--- src/rtl/e203_exu_oitf_pkg.sv ---
// Shared core configuration for the OITF slice: queue depth, itag width,
// register-index width and pc width. The optional per-entry pc storage is
// selected by the E203_OITF_PC_EN macro in the top module.
package e203_exu_oitf_pkg;

  localparam int E203_OITF_DEPTH  = 4;
  localparam int E203_ITAG_WIDTH  = 2;
  localparam int E203_RFIDX_WIDTH = 5;
  localparam int E203_PC_SIZE     = 32;

  // Advance a {wrap flag, index} pointer; DEPTH is a power of two, so the
  // carry out of the index naturally toggles the wrap flag.
  function automatic logic [E203_ITAG_WIDTH:0] ptr_inc(input logic [E203_ITAG_WIDTH:0] p);
    ptr_inc = p + {{E203_ITAG_WIDTH{1'b0}}, 1'b1};
  endfunction

endpackage

--- src/rtl/e203_exu_oitf_match.sv ---
// Dependency compare of one dispatching register against every OITF entry.
// An entry hits when it is valid, writes its rd, and its rd index and
// register-file select both equal the source's.
module e203_exu_oitf_match
  import e203_exu_oitf_pkg::*;
#(
  parameter int DEPTH = E203_OITF_DEPTH
) (
  input  logic [DEPTH-1:0]                  vld,
  input  logic [DEPTH-1:0]                  rdwen,
  input  logic [DEPTH*E203_RFIDX_WIDTH-1:0] rdidx,
  input  logic [DEPTH-1:0]                  rdfpu,
  input  logic                              src_en,
  input  logic [E203_RFIDX_WIDTH-1:0]       src_idx,
  input  logic                              src_fpu,
  output logic                              match
);

  // OR-reduce per-entry hits, then qualify with the source enable
  always_comb begin
    match = 1'b0;
    for (int i = 0; i < DEPTH; i++) begin
      if (vld[i] && rdwen[i] &&
          (rdidx[i*E203_RFIDX_WIDTH +: E203_RFIDX_WIDTH] == src_idx) &&
          (rdfpu[i] == src_fpu)) begin
        match = 1'b1;
      end
    end
    match = match & src_en;
  end

endmodule

--- src/rtl/e203_exu_oitf.sv ---
// Outstanding Instruction Track FIFO. One entry per dispatched long-pipe
// instruction, retired in order on long-pipe write-back. Feeds RAW/WAW
// dependency flags, the empty flag and the next itag back to dispatch.
// Optional macro E203_OITF_PC_EN: store a pc per entry and show it on ret_pc.
//
// Handshake: an entry is allocated at a rising clk edge when dis_ena and
// dis_ready are both high (dis_ena while full is ignored); the oldest entry
// is retired when ret_ena is high and the FIFO is not empty (ret_ena while
// empty is ignored). All state-derived outputs change the cycle after.
module e203_exu_oitf
  import e203_exu_oitf_pkg::*;
#(
  parameter int DEPTH = E203_OITF_DEPTH,
  parameter int PTR_W = E203_ITAG_WIDTH
) (
  input  logic                        clk,
  input  logic                        rst,
  input  logic                        dis_ena,
  output logic                        dis_ready,
  output logic [PTR_W-1:0]            dis_ptr,
  input  logic                        ret_ena,
  output logic [PTR_W-1:0]            ret_ptr,
  output logic [E203_RFIDX_WIDTH-1:0] ret_rdidx,
  output logic                        ret_rdwen,
  output logic                        ret_rdfpu,
  output logic [E203_PC_SIZE-1:0]     ret_pc,
  input  logic                        disp_i_rs1en,
  input  logic                        disp_i_rs2en,
  input  logic                        disp_i_rs3en,
  input  logic                        disp_i_rdwen,
  input  logic                        disp_i_rs1fpu,
  input  logic                        disp_i_rs2fpu,
  input  logic                        disp_i_rs3fpu,
  input  logic                        disp_i_rdfpu,
  input  logic [E203_RFIDX_WIDTH-1:0] disp_i_rs1idx,
  input  logic [E203_RFIDX_WIDTH-1:0] disp_i_rs2idx,
  input  logic [E203_RFIDX_WIDTH-1:0] disp_i_rs3idx,
  input  logic [E203_RFIDX_WIDTH-1:0] disp_i_rdidx,
  input  logic [E203_PC_SIZE-1:0]     disp_i_pc,
  output logic                        oitfrd_match_disprs1,
  output logic                        oitfrd_match_disprs2,
  output logic                        oitfrd_match_disprs3,
  output logic                        oitfrd_match_disprd,
  output logic                        oitf_empty
);

  localparam int RW = E203_RFIDX_WIDTH;

  logic [PTR_W:0]      alloc_q;   // {wrap flag, index}
  logic [PTR_W:0]      ret_q;
  logic [DEPTH-1:0]    vld_q;
  logic [DEPTH-1:0]    rdwen_q;
  logic [DEPTH-1:0]    rdfpu_q;
  logic [DEPTH*RW-1:0] rdidx_q;

  logic [PTR_W-1:0] alloc_idx;
  logic [PTR_W-1:0] ret_idx;
  logic             full;
  logic             alloc_go;
  logic             ret_go;

  assign alloc_idx = alloc_q[PTR_W-1:0];
  assign ret_idx   = ret_q[PTR_W-1:0];

  // Same index with opposite wrap flags means every entry is occupied
  assign full       = (alloc_idx == ret_idx) && (alloc_q[PTR_W] != ret_q[PTR_W]);
  assign oitf_empty = (alloc_q == ret_q);
  assign dis_ready  = ~full;
  assign alloc_go   = dis_ena & ~full;
  assign ret_go     = ret_ena & ~oitf_empty;

  assign dis_ptr   = alloc_idx;
  assign ret_ptr   = ret_idx;
  assign ret_rdidx = rdidx_q[ret_idx*RW +: RW];
  assign ret_rdwen = rdwen_q[ret_idx];
  assign ret_rdfpu = rdfpu_q[ret_idx];

  // Alloc and retire pointers advance independently with wrap-flag toggle
  always_ff @(posedge clk or posedge rst) begin
    if (rst) begin
      alloc_q <= '0;
      ret_q   <= '0;
    end else begin
      if (alloc_go) alloc_q <= ptr_inc(alloc_q);
      if (ret_go)   ret_q   <= ptr_inc(ret_q);
    end
  end

  // Valid bits: set on alloc, cleared on retire (never the same slot in one cycle)
  always_ff @(posedge clk or posedge rst) begin
    if (rst) begin
      vld_q <= '0;
    end else begin
      if (ret_go)   vld_q[ret_idx]   <= 1'b0;
      if (alloc_go) vld_q[alloc_idx] <= 1'b1;
    end
  end

  // Capture destination-register fields of the allocated instruction
  always_ff @(posedge clk or posedge rst) begin
    if (rst) begin
      rdwen_q <= '0;
      rdfpu_q <= '0;
      rdidx_q <= '0;
    end else if (alloc_go) begin
      rdwen_q[alloc_idx]          <= disp_i_rdwen;
      rdfpu_q[alloc_idx]          <= disp_i_rdfpu;
      rdidx_q[alloc_idx*RW +: RW] <= disp_i_rdidx;
    end
  end

`ifdef E203_OITF_PC_EN
  logic [E203_PC_SIZE-1:0] pc_q [DEPTH];

  // Per-entry pc, reported for the oldest entry
  always_ff @(posedge clk or posedge rst) begin
    if (rst) begin
      for (int i = 0; i < DEPTH; i++) pc_q[i] <= '0;
    end else if (alloc_go) begin
      pc_q[alloc_idx] <= disp_i_pc;
    end
  end

  assign ret_pc = pc_q[ret_idx];
`else
  logic unused_pc;

  assign unused_pc = ^disp_i_pc;
  assign ret_pc    = '0;
`endif

  // Entries being retired this cycle still count toward a match (conservative)
  e203_exu_oitf_match #(.DEPTH(DEPTH)) u_match_rs1 (
    .vld(vld_q), .rdwen(rdwen_q), .rdidx(rdidx_q), .rdfpu(rdfpu_q),
    .src_en(disp_i_rs1en), .src_idx(disp_i_rs1idx), .src_fpu(disp_i_rs1fpu),
    .match(oitfrd_match_disprs1)
  );

  e203_exu_oitf_match #(.DEPTH(DEPTH)) u_match_rs2 (
    .vld(vld_q), .rdwen(rdwen_q), .rdidx(rdidx_q), .rdfpu(rdfpu_q),
    .src_en(disp_i_rs2en), .src_idx(disp_i_rs2idx), .src_fpu(disp_i_rs2fpu),
    .match(oitfrd_match_disprs2)
  );

  e203_exu_oitf_match #(.DEPTH(DEPTH)) u_match_rs3 (
    .vld(vld_q), .rdwen(rdwen_q), .rdidx(rdidx_q), .rdfpu(rdfpu_q),
    .src_en(disp_i_rs3en), .src_idx(disp_i_rs3idx), .src_fpu(disp_i_rs3fpu),
    .match(oitfrd_match_disprs3)
  );

  e203_exu_oitf_match #(.DEPTH(DEPTH)) u_match_rd (
    .vld(vld_q), .rdwen(rdwen_q), .rdidx(rdidx_q), .rdfpu(rdfpu_q),
    .src_en(disp_i_rdwen), .src_idx(disp_i_rdidx), .src_fpu(disp_i_rdfpu),
    .match(oitfrd_match_disprd)
  );

endmodule

--- config.mk ---
export PLATFORM = sky130hd
export DESIGN_NAME = e203_exu_oitf
export DESIGN_NICKNAME = d
export VERILOG_FILES = /design/src/rtl/e203_exu_oitf_pkg.sv /design/src/rtl/e203_exu_oitf_match.sv /design/src/rtl/e203_exu_oitf.sv
export SDC_FILE = /design/constraint.sdc
export NUM_CORES = 1
export LEC_CHECK = 0
export ABC_CLOCK_PERIOD_IN_PS = 3500
export BUFFER_PORTS_ARGS = -buffer_cell sky130_fd_sc_hd__buf_2
export CAP_MARGIN = 20
export CORE_MARGIN = 4
export CORE_UTILIZATION = 56
export DETAILED_ROUTE_END_ITERATION = 12
export PLACE_DENSITY_LB_ADDON = 0.15
export RECOVER_POWER = 25
export SLEW_MARGIN = 15
export SYNTH_ARGS = -nofsm -noshare
export SYNTH_HDL_FRONTEND = slang
export SYNTH_SLANG_ARGS = --single-unit
--- constraint.sdc ---
create_clock -name clk -period 3.5 [get_ports clk]
set_input_delay 0.35 -clock clk [delete_from_list [all_inputs] [get_ports clk]]
set_output_delay 0.35 -clock clk [all_outputs]
set_load 0.02 [all_outputs]
Word-level counts from Yosys, hierarchy flattened:

Index checks and enable logic that the tools add are counted.

* output and inout port bits: 49
* register bits after elaboration: 38

* bitwise operators: 11
* muxes and demuxes: 29
* $mul: 2
* shift operators: 3
* order comparisons: 4
* reduce and logical (&&, ||, !) cells: 39
* equality and inequality tests: 35
* add/subtract/negate cells: 3

Operator list (number)
* $eq 5x5->1: 16
* $logic_and 1x1->1: 39
* $neg 5->34: 1
* $shift 5x34->20 const A: 1
* $shiftx 5x34->20: 1
* $bwmux 20: 1
* $mux 1: 20
* $shiftx 20x6->5: 1
* $eq 1x1->1: 16
* $mul 2x3->5 const B: 2
* $bwmux 4: 2
* $mux 4: 2
* $add 3x1->3 const B: 2
* $and 1x1->1: 6
* $lt 2x3->1 const B: 2
* $and 4x4->4: 1
* $bmux 1 s2: 2
* $demux 1 s2: 2
* $ge 2x1->1 const B: 2
* $not 4->4: 1
* $or 4x4->4: 1
* $eq 3x3->1: 1
* $eq 2x2->1: 1
* $not 1->1: 2
* $ne 1x1->1: 1

Longest topological paths before layout:

Gate-level depths: netlist (run 1).

* depth after elaboration: 9
* depth in mapped cells: 6
* gate-level depth less buffers: 5

By module:

Synthesis (run 1) repeated with hierarchy kept, for this count alone.

* cell total of the unflattened synthesis: 343
* area, all modules: 3550.9 um^2

By module, submodules not included
* e203_exu_oitf: seq. area each 950.9 um^2, cells each 187, instances 1, area each 2364.8 um^2
* e203_exu_oitf_match: seq. area each 0.0 um^2, cells each 39, instances 4, area each 296.5 um^2

Worst setup path after synthesis (run 1):

No wires, ideal clock.

* path type: register -> register
* from: reg alloc_q[0]
* to: reg rdidx_q[11]
* setup slack: 1.637 ns
* clock period less this slack: 1.863 ns
* arrival: 1.800 ns
* library setup time: 0.064 ns
* stages on the path, launching flop included: 7
* path buffers: 1
* cell sequence: dfrtp_1 buf_2 inv_1 ha_1 nor3b_1 nand4_1 a21bo_2

* longest elaborated chain between the ends: 4
* elaborated cells between the ends (all ways): 9
* classes of those cells: add/sub (1); mul (1); eq/ne (1); shift (2); mux (1); bitwise (2); reduce/logical (1)

RTL lines
* from (decl): line e203_exu_oitf.sv:49 `logic [PTR_W:0] alloc_q;`
* from (signal assigned): line e203_exu_oitf.sv:84 `if (alloc_go) alloc_q <= ptr_inc(alloc_q);`
* $mul 2x3->5 / $eq 2x2->1 (equally long branches): line e203_exu_oitf.sv:108, e203_exu_oitf.sv:66
* $neg 5->34 / $logic_and 1x1->1 (equally long branches): line e203_exu_oitf.sv:108, e203_exu_oitf.sv:66
* $shiftx 5x34->20, or another cell as far along: line e203_exu_oitf.sv:108 `rdidx_q[alloc_idx*RW +: RW] <= disp_i_rdidx;`
* $bwmux 20 / $and 1x1->1 (equally long branches): line e203_exu_oitf.sv:108, e203_exu_oitf.sv:69
* to (signal, indexed assignment): line e203_exu_oitf.sv:108
* to (decl): line e203_exu_oitf.sv:54 `logic [DEPTH*RW-1:0] rdidx_q;`

Several ways; a longest one is shown, not always the timed one.
A chain may end at the register's enable or synchronous reset.

Worst setup path in the final report (run 1):

* from: reg alloc_q[0]
* to: reg rdidx_q[14]

Same word-level chain as after synthesis.

==> results of run 1 <==
-- critical path, cell delays in order (launching register included) --
cell     delay [ps]
dfrtp_1         640
inv_1           240
ha_1            480
nor3b_1         520
nand4_1         150
a21bo_2         200
-- logic make-up after synthesis --
family	synth area share, %
AO/OA/AOI/OAI	7.64
XOR/XNOR	25.8
adder cells (fa/ha/maj)	4.19
buffers and inverters	13.3
flip-flops	26.5
multiplexers	9.84
other	0.105
AND/OR/NAND/NOR	12.6
-- state kept, by name, summed over array words and instances, names as in the netlist --
name	count
alloc_q	3
rdidx_q	20
rdfpu_q	4
vld_q	4
rdwen_q	4
ret_q	3
-- synthesized netlist by cell type --
cell type / instances
inv_1: 7
conb_1: 1
nand4_1: 31
nor4_1: 16
and2_1: 4
o41a_1: 4
mux2_4: 13
xnor2_2: 2
mux4_2: 7
nor2_1: 1
nand2_4: 1
clkbuf_1: 36
nand3_1: 1
and3_1: 6
a31oi_2: 1
nor3b_1: 2
nand2_2: 4
nand2_1: 9
buf_4: 37
o21ai_0: 2
xnor2_1: 53
buf_2: 3
a31oi_4: 1
buf_6: 2
dfrtp_1: 38
ha_1: 12
a22o_1: 4
xor2_1: 49
a21bo_2: 15
-- per-layer routing --
layer | up-vias | routed length (um) | share of wire, % | track usage [%]
met5 | - | 0 | 0 | 0
met4 | 0 | 175 | 2.1 | 7.53
met3 | 17 | 779 | 9.3 | 3.20
met2 | 121 | 3770 | 45 | 36.3
met1 | 1196 | 3600 | 43 | 32.9
li1 | 1180 | - | - | -
-- worst paths after layout --
check	slack, ps	to	cells past startpoint
min	350	rdwen_q[1]$_DFFE_PP0P_	2
max	1210	rdidx_q[14]$_DFFE_PP0P_	5
min reg2reg	500	vld_q[2]$_DFF_PP0_	1
max reg2reg	1210	rdidx_q[14]$_DFFE_PP0P_	5
max in group asynchronous	1490	rdidx_q[0]$_DFFE_PP0P_	3
min in group asynchronous	810	rdfpu_q[1]$_DFFE_PP0P_	3
-- area by class of cell --
type                       instances  share of cell area (%)
multi-input combinational        270                    61.6
tap                               75                    2.54
sequential                        38                    25.8
inverter                           7                   0.712
timing repair buffer              51                    7.02
clock inverter                     2                   0.373
clock buffer                       6                    1.97
-- power groups by stage --
stage                     Sequential [mW]  Combinational (mW)  Clock, mW
after floorplan                     0.704                1.63          0
after global placement               1.03                1.58          0
after detailed placement             1.04                1.61          0
after CTS                            1.03                1.62      0.310
after global routing                 1.07                1.77      0.331
final                                1.04                1.61      0.299
-- stage by stage --
step / cell area [um2] / total power, mW / worst slack, ps / hold WS [ps] / instances
final: 3690 / 2.94 / 1210 / 354 / 449
after global routing: 3690 / 3.17 / 935 / 354 / 449
after CTS: 3690 / 2.96 / 1190 / 181 / 449
after detailed placement: 3610 / 2.65 / 1200 / 484 / 441
after global placement: 3610 / 2.61 / 1240 / 477 / 441
after floorplan: 3700 / 2.33 / 1640 / 458 / 393
==> run metrics, run 1 <==
sequential area share after synthesis a little over a quarter; fin crit share between 60% and 70%; GP Congestion between 0.8 and 0.9; Multi-input gate area 2270 um2; clock latency at the later pin of the worst-skew pair about 290 ps; Crit Path Class reg -> reg; startpoint of the worst hold path disp_i_rdwen; Worst slew margin -38.9%; Final Setup Violations 0; antenna violations before repair 0; number of global-route vias before repair ~2500; Initial Util 59.1%; Post-DRT Antenna Nets 0; f_max roughly 0.44 GHz; Slew Viols, Final 39; DP Wirelength around 6300 um; wire per inst roughly 19 um; Logic pwr share 54.6%; final wirelength 8330 um; FF+latch count, synth 38; detail-routed via count per cell 5.60; post_cts resized 0; synthesized instance count roughly 360; share of layout cells above drive strength 1 between 20% and 30%; most common cell after layout, fill and taps aside xnor2_1; Via Count about 2500; max-cap violations 1; first-pass GRT wire length about 13000 um; Worst Setup SP alloc_q[0]$_DFFE_PP0P_; CTS Root Cell clkbuf_8; fill count around 530; most frequent cells in the layout 53 x xnor2_1, 49 x xor2_1, 48 x buf_2; Max clock buf depth 2; Synth Area per Inst about 10 um2; CP required approximately 3700 ps; Pre-Repair DR Iteration Count 4; Worst Clk Skew ~10 ps; nets@finish between 400 and 500; largest net degree at the start of global routing 39; I/O pin count between 100 and 150; Port Buffer Count 48; CP Launch Type flip-flop; H-tree level count 2; Switching Share a little under half; total CTS buffers 5; 1st-iter DRT viols 143; total grt overflow 0; CP arrival 2530 ps; CP Max Fanout 14; Max rail drop VDD 0.621 mV; Die Area between 7000 and 8000 um2; outcome complete, but fails checks; gr usage total a little under a quarter; failing checks capacitance limit, slew limit; DRC errors left 0; Area contributors post-synth dfrtp_1 27%, xnor2_1 13%, xor2_1 12%; row count 28; RSZ-0062 raised after global routing false; post-layout minimum cycle time about 2300 ps; area growth from synthesis to layout 2.93%; Internal between 1.5 and 2 mW; CTS tree built; final setup TNS 0 ps; post-synth top area share between 20% and 30%; Worst Hold Class in -> reg; die width around 90 um; Synth warnings 0; CTS sink cnt 38; clock share of power 10.2%; CP endpoint kind flip-flop; Static Leak ~1.7 nW; Worst R2R Start alloc_q[0]$_DFFE_PP0P_; Core ar. around 6100 um2; Slew @ Worst Pin 2080 ps; Syn Std Cell Area 3580 um2; final core occ 60.9%; sequential share of power about a third; Die H just under 90 um; final hold vios 0; clock-pin slew on the worst setup and hold paths 80 ps; PwrDens approximately 800 nW/um2; Setup Buffers After CTS 0; area leader, netlist dfrtp_1; antenna diode count 0; register area around 950 um2; hold_buf cts 0; Net Switching 1.40 mW; Synth cell types 29
Power figures use the tool's default switching activity.
==> run 2, diff against run 1 <==
ABC_AREA = 1   (was not set)
ABC_CLOCK_PERIOD_IN_PS = 2050   (was 3500)
CORE_UTILIZATION = 49   (was 56)
clock period = 2.05 ns   (was 3.5 ns; I/O delays follow)
==> run 2 against run 1 <==
  * Via count is 66% higher
  * Routed wire length is 49% higher
  * Critical path type is now reg -> out
  * Area after synthesis is 12% higher
  * The flow now finishes without violations
  * Highest routed layer unchanged
  * Utilization is 6.3 points lower
  * First-iteration DRC count is 55% higher
==> run metrics, run 2 <==
CP endpoint kind output port; Buf/Inv on CP 1 (unchanged); Slew Viols, Final 0 (-100%); Max rail drop VDD 0.946 mV (+52%); clock share of power 9.9% (-0.3 points); clock latency at the later pin of the worst-skew pair 290 ps (about the same); sequential share of power 29.5% (-5.7 points); Syn Std Cell Area 4020 um2 (+12%); clock-pin slew on the worst setup and hold paths 70 ps (about the same); final wirelength 12400 um (+49%); Slew @ Worst Pin 959 ps (-1120 ps); gr usage total 25.4% (+2.3 points); GP Congestion 0.938 (+12%); CP max stage cell dfrtp_1; Synth cell types 24 (-17%); hold_buf cts 0 (unchanged); total CTS buffers 5 (unchanged); post-layout minimum cycle time just under 2000 ps; post-synth top area share 24.7% (-1.8 points); area growth from synthesis to layout 6.47%; FF+latch count, synth 38 (unchanged); outcome finished, final reports clean; CTS tree built; die width 98.6 um (+12%); fraction of registers with async set/reset 100% (unchanged); sequential area share after synthesis 23.6% (-2.9 points); Post-synth EDFFs 0 (unchanged); detail-routed via count per cell 5.11 (-8.7%); fin crit share 94.6%; number of global-route vias before repair 3900 (+55%); Internal 2.47 mW (+60%); largest net degree at the start of global routing 39 (unchanged); most common cell after layout, fill and taps aside nand2_1; Core ar. 7850 um2 (+29%); DP Wirelength 9300 um (+49%); synthesized instance count 678 (+87%); most frequent cells in the layout 264 x nand2_1, 77 x inv_1, 62 x nor2_1; CTS sink cnt 38 (unchanged); first-pass GRT wire length 19600 um (+46%); H-tree level count 2 (unchanged); Logic pwr share 60.6% (+6.0 points); Max stage delay on crit path 610 ps (-30 ps); Synth warnings 0 (unchanged); f_max slightly above 0.5 GHz; top-count cell post-synth nand2_1; Net Switching 3.01 mW (+120%); Fin Hold WS 198 ps (-156 ps); 1st-iter DRT viols 222 (+55%); Via Count 4173 (+66%); Port Buffer Count 48 (unchanged); PwrDens 1280 nW/um2 (+61%); Area contributors post-synth nand2_1 25%, dfrtp_1 24%, inv_1 7.3%; Pre-Repair DR Iteration Count 5 (+1); I/O pin count 113 (unchanged); pre-CTS setup slack 263 ps (-940 ps); final hold vios 0 (unchanged); CP Cell Sequence xnor2_1 > nand2_1 > nor2_1 > nand2_1 > nand2_1 > nor2_1 > nor2_1 > buf_2; Crit Path Class reg -> out; share of layout cells above drive strength 1 12.0% (-15 points); total grt overflow 0 (unchanged); Worst Hold Class in -> async; Switching Share 54.9% (+7.4 points); Top FF cell, synth dfrtp_1; final setup TNS 0 ps (unchanged); Worst Clk Skew 5.87 ps (-4.26 ps); Worst slew margin 36.1% (+75 points); CP top delay family flip-flops; area leader, netlist nand2_1; max-cap violations 0 (-1); Die H 98.6 um (+12%); CP Launch Type flip-flop; max reg flops 20 (unchanged); CTS Root Cell clkbuf_8; Worst Setup Slack, final 111 ps (-1100 ps); Static Leak 2.45 nW (+41%); antenna violations before repair 0 (unchanged); CP Max Fanout 7 (-7); Top reg by flops rdidx_q; Max clock buf depth 2 (unchanged); Die Area 9720 um2 (+26%); Initial Util 51.3% (-7.9 points); antenna diode count 0 (unchanged); wire per inst 15.2 um (-18%); Final Setup Violations 0 (unchanged); DRC errors left 0 (unchanged); Post-DRT Antenna Nets 0 (unchanged); nets@finish 789 (+76%); row count 32 (+14%); RSZ-0062 raised after global routing false; most instantiated cells after synthesis 265 x nand2_1, 78 x inv_1, 62 x nor2_1, 56 x nand3_1; CP arrival 1730 ps (-800 ps); CP required 1850 ps (-1890 ps); Synth Area per Inst 5.93 um2 (-40%)
## run 2: area by class of cell
type / instances / area, um2
Timing Repair Buffer: 60 / 328
Inverter: 79 / 305
Clock buffer: 6 / 82.6
Fill cell: 836 / 3560
Clock inverter: 2 / 12.5
Multi-Input combinational cell: 528 / 2460
Timing Repair inverter: 1 / 5.00
Sequential cell: 38 / 961
Tap cell: 102 / 128
## run 2: worst min-delay path, stage by stage
cell      delay (ps)
buf_2             90
inv_1             40
clkbuf_2         720
## run 2: power groups by stage
| stage | clock network (mW) | logic, mW | registers [mW] |
|---|---|---|---|
| floorplan | 0 | 2.75 | 1.25 |
| global placement | 0 | 3.18 | 1.58 |
| detailed placement | 0 | 3.25 | 1.58 |
| CTS | 0.560 | 3.28 | 1.58 |
| global route | 0.600 | 3.74 | 1.65 |
| finish | 0.545 | 3.32 | 1.62 |
## run 2: logic make-up (layout without fill, tap and decap cells)
| family | Yosys count | count (layout) | synth area share, % |
|---|---|---|---|
| fa+ha+maj | 12 | 12 | 3.73 |
| other cells | 1 | 32 | 0.0932 |
| xor+xnor | 36 | 36 | 8.03 |
| flops | 38 | 38 | 23.6 |
| buf+inv | 143 | 148 | 18.1 |
| compound gates | 54 | 54 | 6.87 |
| simple gates | 394 | 394 | 39.5 |
## run 2: repair_timing
item / in CTS / in global routing
setup buffers: 0 / 2
cloned: 1 / 0
resized for setup: 2 / 8
setup endpoints to repair: 6 / 5
## run 2: path summary, 6_finish.rpt
kind / depth (start not counted) / endpoint / start / slack [ps]
max: 8 / oitfrd_match_disprd / rdfpu_q[3]$_DFFE_PP0P_ / 110
min: 3 / ret_q[2]$_DFFE_PP0N_ / rst / 200
max reg2reg: 7 / rdidx_q[14]$_DFFE_PP0P_ / alloc_q[1]$_DFFE_PP0P_ / 340
min reg2reg: 2 / vld_q[0]$_DFF_PP0_ / vld_q[0]$_DFF_PP0_ / 480
max in group asynchronous: 3 / rdidx_q[11]$_DFFE_PP0P_ / rst / 1190
min in group clk: 3 / rdwen_q[2]$_DFFE_PP0P_ / disp_i_rdwen / 210
## run 2: through the flow
stage               util (%)  total power [mW]  area, um2  instances
floorplan                  -              4.00       4140        709
global placement        52.9              4.76       4150        805
detailed placement      52.9              4.83       4150        805
CTS                     54.3              5.42       4260        814
global route            54.6              5.99       4280        816
finish                  54.6              5.48       4280        816
## run 2: layer usage
layer / vias to the layer above / track usage (%) / share of wire [%]
li1: 2072 / - / -
met1: 1869 / 32.6 / 40
met2: 193 / 42.3 / 47
met5: - / 0 / 0
met3: 39 / 4.39 / 9.4
met4: 0 / 10.3 / 3.5
==> run 3, diff against run 2 <==
RECOVER_POWER = 50   (was 25)
==> run 3 against run 2 <==
  * Register-to-register slack worse by 40 ps
  * Clock skew increased by 1.8 ps
  * Sequential power hardly changed
  * Final cell count unchanged
  * Largest cell class unchanged
==> run metrics, run 3 (synthesis gave the netlist of run 2 again) <==
outcome finished, final reports clean; total grt overflow 0 (unchanged); share of layout cells above drive strength 1 11.5% (-0.56 points); number of global-route vias before repair 3900 (unchanged); detail-routed via count per cell 5.12 (+0.12%); clock share of power 10.0% (about the same); clock-pin slew on the worst setup and hold paths 80 ps (about the same); largest net degree at the start of global routing 39 (unchanged); DRC errors left 0 (unchanged); Static Leak 2.44 nW (-0.44%); Post-DRT Antenna Nets 0 (unchanged); Internal 2.46 mW (-0.49%); 1st-iter DRT viols 214 (-3.6%); Slew @ Worst Pin 959 ps (-0.0663 ps); Worst Hold Class in -> async; Max rail drop VDD 0.951 mV (+0.58%); Fin Hold WS 196 ps (-1.46 ps); Switching Share 55.0% (+0.10 points); Final Setup Violations 0 (unchanged); Worst slew margin 36.1% (about the same); Top reg by flops rdidx_q; post-layout minimum cycle time 1940 ps (+5.63 ps); row count 32 (unchanged); most frequent cells in the layout 265 x nand2_1, 77 x inv_1, 62 x nor2_1; area growth from synthesis to layout 6.19%; max-cap violations 0 (unchanged); Max clock buf depth 2 (unchanged); Crit Path Class reg -> out; Via Count 4178 (+0.12%); antenna violations before repair 0 (unchanged); Final Cell Area 4270 um2 (-0.26%); Initial Util 51.3% (unchanged); Die Area 9720 um2 (unchanged); Worst R2R Start alloc_q[1]$_DFFE_PP0P_; max reg flops 20 (unchanged); most common cell after layout, fill and taps aside nand2_1; Multi-input gate area 2450 um2 (-0.31%); final hold vios 0 (unchanged); fill count 840 (+0.48%); RSZ-0062 raised after global routing false; fin crit share 94.8% (+0.27 points); die width 98.6 um (unchanged); wire per inst 15.2 um (+0.17%); Die H 98.6 um (unchanged); GP Congestion 0.938 (unchanged); clock latency at the later pin of the worst-skew pair 290 ps (about the same); CTS tree built; CP Max Fanout 7 (unchanged); Pre-Repair DR Iteration Count 5 (unchanged); Port Buffer Count 48 (unchanged); f_max 0.514 GHz (-0.29%); Slew Viols, Final 0 (unchanged); r2r setup slk 300 ps (-40 ps); reg2reg end rdidx_q[18]$_DFFE_PP0P_; CP Launch Type flip-flop; first-pass GRT wire length 19600 um (unchanged); total CTS buffers 5 (unchanged); CP required 1850 ps (about the same); CP endpoint kind output port; I/O pin count 113 (unchanged); final setup TNS 0 ps (unchanged); Core ar. 7850 um2 (unchanged); sequential share of power 29.6% (about the same); Placement Cell Area 4150 um2 (unchanged); DP Wirelength 9300 um (unchanged); hold_buf cts 0 (unchanged); CTS Root Cell clkbuf_8; gr usage total 25.4% (unchanged); Worst Clk Skew 7.69 ps (+1.82 ps); nets@finish 789 (unchanged); Worst Setup SP rdfpu_q[3]$_DFFE_PP0P_; Net Switching 3.01 mW (about the same); PwrDens 1280 nW/um2 (about the same); CP arrival 1740 ps (about the same); register area 961 um2 (unchanged); Logic pwr share 60.4% (-0.2 points); antenna diode count 0 (unchanged); H-tree level count 2 (unchanged); final core occ 54.4% (-0.14 points); worst reg2reg path depth 7 (unchanged); CTS sink cnt 38 (unchanged); final wirelength 12400 um (+0.17%)
run 3: how the worst max path moves through the flow:
stage                                         to  depth (start not counted)  slack (ps)
after floorplan           rdidx_q[6]$_DFFE_PP0P_                          8         380
after global placement              ret_rdidx[3]                          5         320
after detailed placement               ret_rdfpu                          5         260
after CTS                   oitfrd_match_disprs1                         11          10
after global routing        oitfrd_match_disprs1                          9           3
final                        oitfrd_match_disprd                          8         110
run 3: area by class of cell:
type                    instances  share of cell area [%]
multi-input cells             528                    57.4
flip-flops and latches         38                    22.5
repair buffers                 60                    7.59
inverters                      79                    7.15
well taps                     102                    2.99
clock buffers                   6                    1.93
clock inverters                 2                   0.293
repair inverters                1                   0.117
run 3: worst max-delay path, stage by stage, from the launching register on:
cell	delay, ps
dfrtp_1	620
xnor2_1	170
nand2_1	60
nor2_1	110
nand2_1	70
nand2_1	60
nor2_1	50
nor2_1	120
buf_2	180
run 3: what timing repair did:
action / CTS / global route
setup buffers: 0 / 2
endpoints found under the setup margin: 6 / 5
gates resized for setup: 2 / 8
cloned: 1 / 0
run 3: stage by stage:
step,power [mW],worst slack (ps),std cells
after detailed placement,4.83,263,805
after floorplan,4.00,383,709
final,5.47,106,816
after global placement,4.76,315,805
after global routing,5.97,3.16,816
after CTS,5.42,14.3,814
run 3: power groups by stage:
stage	registers [mW]	logic, mW	clock network, mW
floorplan	1.25	2.75	0
global placement	1.58	3.18	0
detailed placement	1.58	3.25	0
CTS	1.58	3.28	0.560
global route	1.66	3.72	0.600
finish	1.62	3.30	0.549
run 3: metal layers:
metal | wire length, um | global-route usage, % | up-vias
li1 | - | - | 2068
met5 | 0 | 0 | -
met3 | 1190 | 4.39 | 35
met1 | 4990 | 32.6 | 1882
met2 | 5860 | 42.3 | 193
met4 | 366 | 10.3 | 0
